### src/rtl/hnsn_pkg.sv
// hnsn_pkg: shared constants and arithmetic helpers for the HNSN core.
// Holds default neuron/synapse parameters, decoded ASCII codes and the
// leaky-integrate saturating sum used by every LIF neuron in the block.
package hnsn_pkg;

  localparam logic [7:0] V_TH_DEF     = 8'd100;
  localparam logic [7:0] EXT_W_DEF    = 8'd40;
  localparam logic [7:0] W_INIT_DEF   = 8'd8;
  localparam logic [7:0] W_MAX_DEF    = 8'd120;
  localparam logic [7:0] SYN_INIT_DEF = 8'd30;

  localparam logic [7:0] CH_NONE = 8'h2D;  // '-'
  localparam logic [7:0] CH_A    = 8'h41;  // 'A'
  localparam logic [7:0] CH_B    = 8'h42;  // 'B'
  localparam logic [7:0] CH_BOTH = 8'h58;  // 'X'

  // Saturate a 10-bit intermediate sum to 8 bits.
  function automatic logic [7:0] sat8(input logic [9:0] s);
    return (s > 10'd255) ? 8'hFF : s[7:0];
  endfunction

  // v - v/8 + a + b, computed in 10 bits so nothing wraps, then saturated.
  function automatic logic [7:0] leak_add(input logic [7:0] v,
                                          input logic [7:0] a,
                                          input logic [7:0] b);
    logic [9:0] s;
    s = {2'b00, v} - {5'b00000, v[7:3]} + {2'b00, a} + {2'b00, b};
    return sat8(s);
  endfunction

endpackage

### src/rtl/recurrent_layer.sv
// recurrent_layer: four recurrent LIF neurons in two pairs (N0/N1, N2/N3),
// the four intra-pair weights and dopamine-gated Hebbian plasticity.
// Ports: clk, rst (sync, active-high), ext_spike_in[3:0], dopamine[1:0]
// (registered level), rec_spike[3:0], weights w01/w10/w23/w32, v_mem_0..3.
// Optional HNSN_WEIGHT_DECAY_EN: weights above W_INIT decay by 1 every 64
// cycles while dopamine is zero.
module recurrent_layer
  import hnsn_pkg::*;
#(
  parameter logic [7:0] V_TH   = V_TH_DEF,
  parameter logic [7:0] EXT_W  = EXT_W_DEF,
  parameter logic [7:0] W_INIT = W_INIT_DEF,
  parameter logic [7:0] W_MAX  = W_MAX_DEF
) (
  input  logic       clk,
  input  logic       rst,
  input  logic [3:0] ext_spike_in,
  input  logic [1:0] dopamine,
  output logic [3:0] rec_spike,
  output logic [7:0] w01,
  output logic [7:0] w10,
  output logic [7:0] w23,
  output logic [7:0] w32,
  output logic [7:0] v_mem_0,
  output logic [7:0] v_mem_1,
  output logic [7:0] v_mem_2,
  output logic [7:0] v_mem_3
);

  // win_q[i] is the weight onto neuron i from its partner (i^1), so the
  // pairing alone keeps weights from ever crossing between assemblies.
  logic [7:0] v_q   [4];
  logic [7:0] v_d   [4];
  logic [7:0] win_q [4];
  logic [7:0] win_d [4];
  logic [7:0] sum   [4];
  logic [8:0] wsum  [4];
  logic [3:0] spike_q;
  logic [3:0] spike_d;

`ifdef HNSN_WEIGHT_DECAY_EN
  logic [5:0] decay_cnt_q;
  logic [5:0] decay_cnt_d;
  logic       decay_tick;

  assign decay_cnt_d = decay_cnt_q + 6'd1;
  assign decay_tick  = (decay_cnt_q == 6'h3F) && (dopamine == 2'd0);

  always_ff @(posedge clk) begin
    if (rst) decay_cnt_q <= '0;
    else     decay_cnt_q <= decay_cnt_d;
  end
`endif

  always_comb begin
    v_d     = v_q;
    win_d   = win_q;
    spike_d = '0;
    for (int i = 0; i < 4; i++) begin
      sum[i] = leak_add(v_q[i],
                        ext_spike_in[i] ? EXT_W : 8'd0,
                        spike_q[i ^ 1] ? win_q[i] : 8'd0);
      spike_d[i] = (sum[i] >= V_TH);
      v_d[i]     = spike_d[i] ? 8'd0 : sum[i];
    end
    // Plasticity needs this cycle's spikes of both neurons, so it runs
    // after every neuron has been evaluated.
    for (int i = 0; i < 4; i++) begin
      wsum[i] = {1'b0, win_q[i]} + {7'b0000000, dopamine};
      if (spike_d[i] && (spike_d[i ^ 1] || spike_q[i ^ 1]) && (dopamine != 2'd0)) begin
        win_d[i] = (wsum[i] > {1'b0, W_MAX}) ? W_MAX : wsum[i][7:0];
      end
`ifdef HNSN_WEIGHT_DECAY_EN
      // Disjoint from plasticity: decay only fires when dopamine is zero.
      else if (decay_tick && (win_q[i] > W_INIT)) begin
        win_d[i] = win_q[i] - 8'd1;
      end
`endif
    end
  end

  always_ff @(posedge clk) begin
    if (rst) begin
      spike_q <= '0;
      for (int i = 0; i < 4; i++) begin
        v_q[i]   <= '0;
        win_q[i] <= W_INIT;
      end
    end else begin
      spike_q <= spike_d;
      v_q     <= v_d;
      win_q   <= win_d;
    end
  end

  assign rec_spike = spike_q;
  assign w01       = win_q[1];
  assign w10       = win_q[0];
  assign w23       = win_q[3];
  assign w32       = win_q[2];
  assign v_mem_0   = v_q[0];
  assign v_mem_1   = v_q[1];
  assign v_mem_2   = v_q[2];
  assign v_mem_3   = v_q[3];

endmodule

### src/rtl/hnsn_core.sv
// hnsn_core: HNSN top - recurrent layer, dopamine counter, output neuron
// and assembly-to-ASCII decoder.
// Ports: clk, rst (sync, active-high), ext_spike_in[3:0], reward in;
// char_out/char_valid/char_changed, rec_spike, output_spike, dopamine,
// syn_weight, v_out out. Macro HNSN_WEIGHT_DECAY_EN enables weight decay.
module hnsn_core
  import hnsn_pkg::*;
#(
  parameter logic [7:0] V_TH     = V_TH_DEF,
  parameter logic [7:0] EXT_W    = EXT_W_DEF,
  parameter logic [7:0] W_INIT   = W_INIT_DEF,
  parameter logic [7:0] W_MAX    = W_MAX_DEF,
  parameter logic [7:0] SYN_INIT = SYN_INIT_DEF
) (
  input  logic       clk,
  input  logic       rst,
  input  logic [3:0] ext_spike_in,
  input  logic       reward,
  output logic [7:0] char_out,
  output logic       char_valid,
  output logic       char_changed,
  output logic [3:0] rec_spike,
  output logic       output_spike,
  output logic [1:0] dopamine,
  output logic [7:0] syn_weight,
  output logic [7:0] v_out
);

  logic [1:0] dopamine_q, dopamine_d;
  logic [7:0] v_out_q, v_out_d, vo_sum;
  logic       out_spike_q, out_spike_d;
  logic [7:0] syn_q, syn_d;
  logic [7:0] char_q, char_d;
  logic       valid_q, valid_d;
  logic       changed_q, changed_d;
  logic       a_act, b_act;
  logic [7:0] w01, w10, w23, w32;
  logic [7:0] v_mem_0, v_mem_1, v_mem_2, v_mem_3;

  // The layer sees the dopamine level registered before the current edge.
  recurrent_layer #(
    .V_TH   (V_TH),
    .EXT_W  (EXT_W),
    .W_INIT (W_INIT),
    .W_MAX  (W_MAX)
  ) rec_layer (
    .clk          (clk),
    .rst          (rst),
    .ext_spike_in (ext_spike_in),
    .dopamine     (dopamine_q),
    .rec_spike    (rec_spike),
    .w01          (w01),
    .w10          (w10),
    .w23          (w23),
    .w32          (w32),
    .v_mem_0      (v_mem_0),
    .v_mem_1      (v_mem_1),
    .v_mem_2      (v_mem_2),
    .v_mem_3      (v_mem_3)
  );

  assign a_act = |rec_spike[1:0];
  assign b_act = |rec_spike[3:2];

  always_comb begin
    dopamine_d = dopamine_q;
    if (reward) begin
      if (dopamine_q != 2'd3) dopamine_d = dopamine_q + 2'd1;
    end else begin
      if (dopamine_q != 2'd0) dopamine_d = dopamine_q - 2'd1;
    end

    // Output neuron integrates the registered (previous-cycle) spikes.
    vo_sum      = leak_add(v_out_q, (rec_spike != 4'd0) ? syn_q : 8'd0, 8'd0);
    out_spike_d = (vo_sum >= V_TH);
    v_out_d     = out_spike_d ? 8'd0 : vo_sum;

    syn_d = syn_q;
    if (out_spike_d && (dopamine_q != 2'd0)) begin
      syn_d = sat8({2'b00, syn_q} + {8'h00, dopamine_q});
    end

    case ({b_act, a_act})
      2'b01:   char_d = CH_A;
      2'b10:   char_d = CH_B;
      2'b11:   char_d = CH_BOTH;
      default: char_d = char_q;
    endcase
    valid_d   = a_act | b_act;
    changed_d = (char_d != char_q);
  end

  always_ff @(posedge clk) begin
    if (rst) begin
      dopamine_q  <= '0;
      v_out_q     <= '0;
      out_spike_q <= 1'b0;
      syn_q       <= SYN_INIT;
      char_q      <= CH_NONE;
      valid_q     <= 1'b0;
      changed_q   <= 1'b0;
    end else begin
      dopamine_q  <= dopamine_d;
      v_out_q     <= v_out_d;
      out_spike_q <= out_spike_d;
      syn_q       <= syn_d;
      char_q      <= char_d;
      valid_q     <= valid_d;
      changed_q   <= changed_d;
    end
  end

  assign dopamine     = dopamine_q;
  assign v_out        = v_out_q;
  assign output_spike = out_spike_q;
  assign syn_weight   = syn_q;
  assign char_out     = char_q;
  assign char_valid   = valid_q;
  assign char_changed = changed_q;

endmodule

### config.mk
export PLATFORM = sky130hd
export DESIGN_NAME = hnsn_core
export DESIGN_NICKNAME = d
export VERILOG_FILES = /design/src/rtl/hnsn_pkg.sv /design/src/rtl/recurrent_layer.sv /design/src/rtl/hnsn_core.sv
export SDC_FILE = /design/constraint.sdc
export NUM_CORES = 1
export LEC_CHECK = 0
export ABC_AREA = 1
export BUFFER_PORTS_ARGS = -buffer_cell sky130_fd_sc_hd__buf_4
export CORE_AREA = 2 2 151 153
export CTS_BUF_LIST = sky130_fd_sc_hd__clkbuf_8
export CTS_CLUSTER_DIAMETER = 30
export DETAILED_ROUTE_END_ITERATION = 6
export DIE_AREA = 0 0 153 155
export SLEW_MARGIN = 15
export SYNTH_ARGS = -nofsm -noshare
export SYNTH_HDL_FRONTEND = slang
export SYNTH_SLANG_ARGS = --single-unit
### constraint.sdc
create_clock -name clk -period 7.7 [get_ports clk]
set_clock_uncertainty 0.1 [all_clocks]
set_input_delay 0.385 -clock clk [delete_from_list [all_inputs] [get_ports clk]]
set_output_delay 0.385 -clock clk [all_outputs]
set_load 0.05 [all_outputs]
==> reports/metrics.yaml <==
crit_path_start_kind: "register"
crit_path_max_incr_delay_ps: 450
cp_max_fo: 8
n_antenna_cell: 0
finalHoldViolations: 0
rsz0062_at_grt: "false"
path_buf_inv: 3
row_count: 55
syn2layout_area_growth_pct: 9.063
clock_path_buffers: 2
drive_gt1_share_pct: 9.885
setup_viol: 0
clock_latency_ps: 400
grt_pass1_vias: 7115
fin_crit_sh_pct: 54.08
track_usage_pct: 16.52
root_buffer: "clkbuf_8"
vias: 7553
yosysWarnings: 0
final_antenna_net_count: 0
antenna_found_initial: 0
nets: 1429
holdBufCountCts: 0
slowest_stage: "fa_1"
cts_tree: "done"
first_pass_iters: 5
place.gp.congestion: 0.8308
dp_hpwl_mm: 15.22
path_common_cell: "nand2_1"
io_buffers: 39
setup_tns_ps: 0
grt_busiest_layer: "met2"
dieArea_um2: 23720
ioPinCount: 40
crit_arrival_ps: 4350
finalWirelength_mm: 18.95
drv_slew: 0
initialDrtViolationCount: 373
grt_pass1_wl_mm: 33.06
cts_sinks: 97
maxSlewHeadroom_pct: 38.62
timing.hold.ws_ps: 144.9
timing_worst_setup_path_type: "reg2reg"
h-tree-depth: 3
post_drt_via_cell_ratio: 4.750
critical_path.cell_chain: "inv_2, ha_1, a21oi_1, o21ai_0, a21o_1, a21oi_1, xor2_1, fa_1, ha_1, inv_1, nor3_2, nand2_1, nand3_1, nand2_1, nand2_1, nand2_2, nor2_4, nand3_2, inv_2, nor2_4, nor2_1, nor2_1"
met2_usage_pct: 28.44
grt_start_max_net_pins: 28
synth_cell_type_count: 46
avgSynthCellArea_um2: 6.902
netlist_area_um2: 8711
outcome: "finished clean"
wl_per_cell_um: 11.92
die-height_um: 155
grt_use_met3_pct: 2.786
drv_cap: 0
dieWidth_um: 153
cp-end-kind: "register"
drc_errors: 0
hp-class: "in2reg"
clkTransAtPathRegs_ps: 110
ys_seq_elements: 97
placed_area_um2: 9286
required_ps: 7890
period_minus_slack_ps: 4164
instances_no_fill: 1590
yosysSeqAreaShare_pct: 22.29
stdcell_area_um2: 9500
ys_async_sr_fraction_pct: 0
syn_inst: 1262
ctsResizeCount: 0
cp_top_family: "simple AND/OR/NAND/NOR gates"
cts_made_buffers: 9
post_cts_buffers: 0
worstMarginPinSlew_ps: 917.3
core-area_um2: 22230
synthFlopType: "dfxtp_1"
use_met1_pct: 22.12
initial_core_util_pct: 39.19
synth-edff-count: 0
fmax_ghz: 0.2401
grt_overflow: 0
placed_cells: 1574
[cell families (layout without fill, tap and decap cells)]
logic type | Yosys count | in the layout | synth area share, %
buffers and inverters | 232 | 271 | 10.37
adders and majority gates | 122 | 122 | 19.51
DFF | 97 | 97 | 22.29
other | 1 | 5 | 0.04305
AOI/OAI and AO/OA | 119 | 119 | 7.742
and+or+nand+nor | 624 | 624 | 33.09
xor gates and xnor gates | 67 | 67 | 6.952
[stage by stage]
stage          util (%)  setup WS [ps]
2_1_floorplan         -           3984
6_report          42.74           3536
3_3_place_gp      41.78           3619
5_1_grt           42.74           3131
3_5_place_dp      41.78           3581
4_1_cts           42.74           3530
[layer usage]
| metal | vias to the layer above | wire (um) |
|---|---|---|
| li1 | 4078 | - |
| met1 | 3385 | 9398 |
| met2 | 83 | 8833 |
| met3 | 7 | 585 |
| met4 | 0 | 127 |
| met5 | - | 0 |
[worst reg2reg max path: stages (launching register included)]
cell     delay, ps
dfxtp_1        390
inv_2           60
ha_1           330
a21oi_1        150
o21ai_0        150
a21o_1         190
a21oi_1        200
xor2_1         230
fa_1           450
ha_1           340
inv_1           90
nor3_2         190
nand2_1         80
nand3_1         70
nand2_1         50
nand2_1        130
nand2_2        140
nor2_4         210
nand3_2        200
inv_2          120
nor2_4          60
nor2_1          90
nor2_1          50
[flip-flops by register name, summed over array words and instances, names as in the netlist]
name,cells
v_out,8
char_changed,1
rec_layer.v_mem_0,8
rec_layer.v_mem_3,8
rec_layer.w10,8
rec_layer.v_mem_1,8
char_out,8
rec_layer.w32,8
rec_layer.v_mem_2,8
output_spike,1
dopamine,2
char_valid,1
syn_weight,8
rec_layer.rec_spike,4
rec_layer.w01,8
rec_layer.w23,8
[cell type report]
cell class | count | area [um2]
Sequential cell | 97 | 1942
Clock buffer | 9 | 123.9
Multi-Input combinational cell | 937 | 5881
Timing Repair Buffer | 40 | 300.3
Tap cell | 285 | 356.6
Clock inverter | 7 | 90.09
Fill cell | 2276 | 12730
Inverter | 215 | 807.0
[synthesized netlist by cell type, types with 3 or more instances]
| cell | instances | area [um2] |
|---|---|---|
| dfxtp_1 | 97 | 1942 |
| inv_2 | 13 | 48.80 |
| a21o_1 | 4 | 30.03 |
| clkbuf_1 | 11 | 41.29 |
| nand3_2 | 4 | 40.04 |
| buf_6 | 4 | 45.04 |
| nand3b_1 | 6 | 45.04 |
| nor2_2 | 5 | 31.28 |
| ha_1 | 99 | 1239 |
| nand4_1 | 27 | 168.9 |
| a21oi_2 | 4 | 35.03 |
| xor2_1 | 45 | 394.1 |
| nand3_1 | 104 | 520.5 |
| fa_1 | 23 | 460.4 |
| nor2_4 | 10 | 112.6 |
| nand2_4 | 5 | 56.30 |
| nor3_2 | 6 | 60.06 |
| nand2_1 | 275 | 1032 |
| inv_1 | 201 | 754.5 |
| nand2_2 | 13 | 81.33 |
| xnor2_1 | 21 | 183.9 |
| or2_1 | 3 | 18.77 |
| or2_2 | 3 | 18.77 |
| nor2_1 | 149 | 559.3 |
| a21oi_1 | 76 | 380.4 |
| a31oi_1 | 12 | 75.07 |
| o21ai_0 | 12 | 60.06 |
| nor3_1 | 8 | 40.04 |
[worst paths after layout]
| path | slack (ps) | from | endpoint | cells past startpoint |
|---|---|---|---|---|
| worst max-delay path | 3540 | rec_layer.v_mem_2[5] | rec_layer.w23[0] | 22 |
| worst min-delay path | 140 | reward | dopamine[1] | 3 |
| worst max register to register | 3540 | rec_layer.v_mem_2[5] | rec_layer.w23[0] | 22 |
| worst min register to register | 380 | char_out[7] | char_out[7] | 2 |
[placed cells by master (no fill, tap or decap), drive strengths merged, types with 2 or more instances in the layout]
cell type	n
conb	5
nor3	14
buf	40
nand3	108
a21oi	81
clkbuf	9
a21o	5
dfxtp	97
ha	99
o21ai	15
nand4	27
nand3b	9
xor2	46
or2	6
nand2	293
inv	220
a31oi	12
xnor2	21
nor2	166
o211ai	2
fa	23
Power is not shown: default switching activity piles up to over one toggle a cycle in this logic, so the estimate is an artifact.
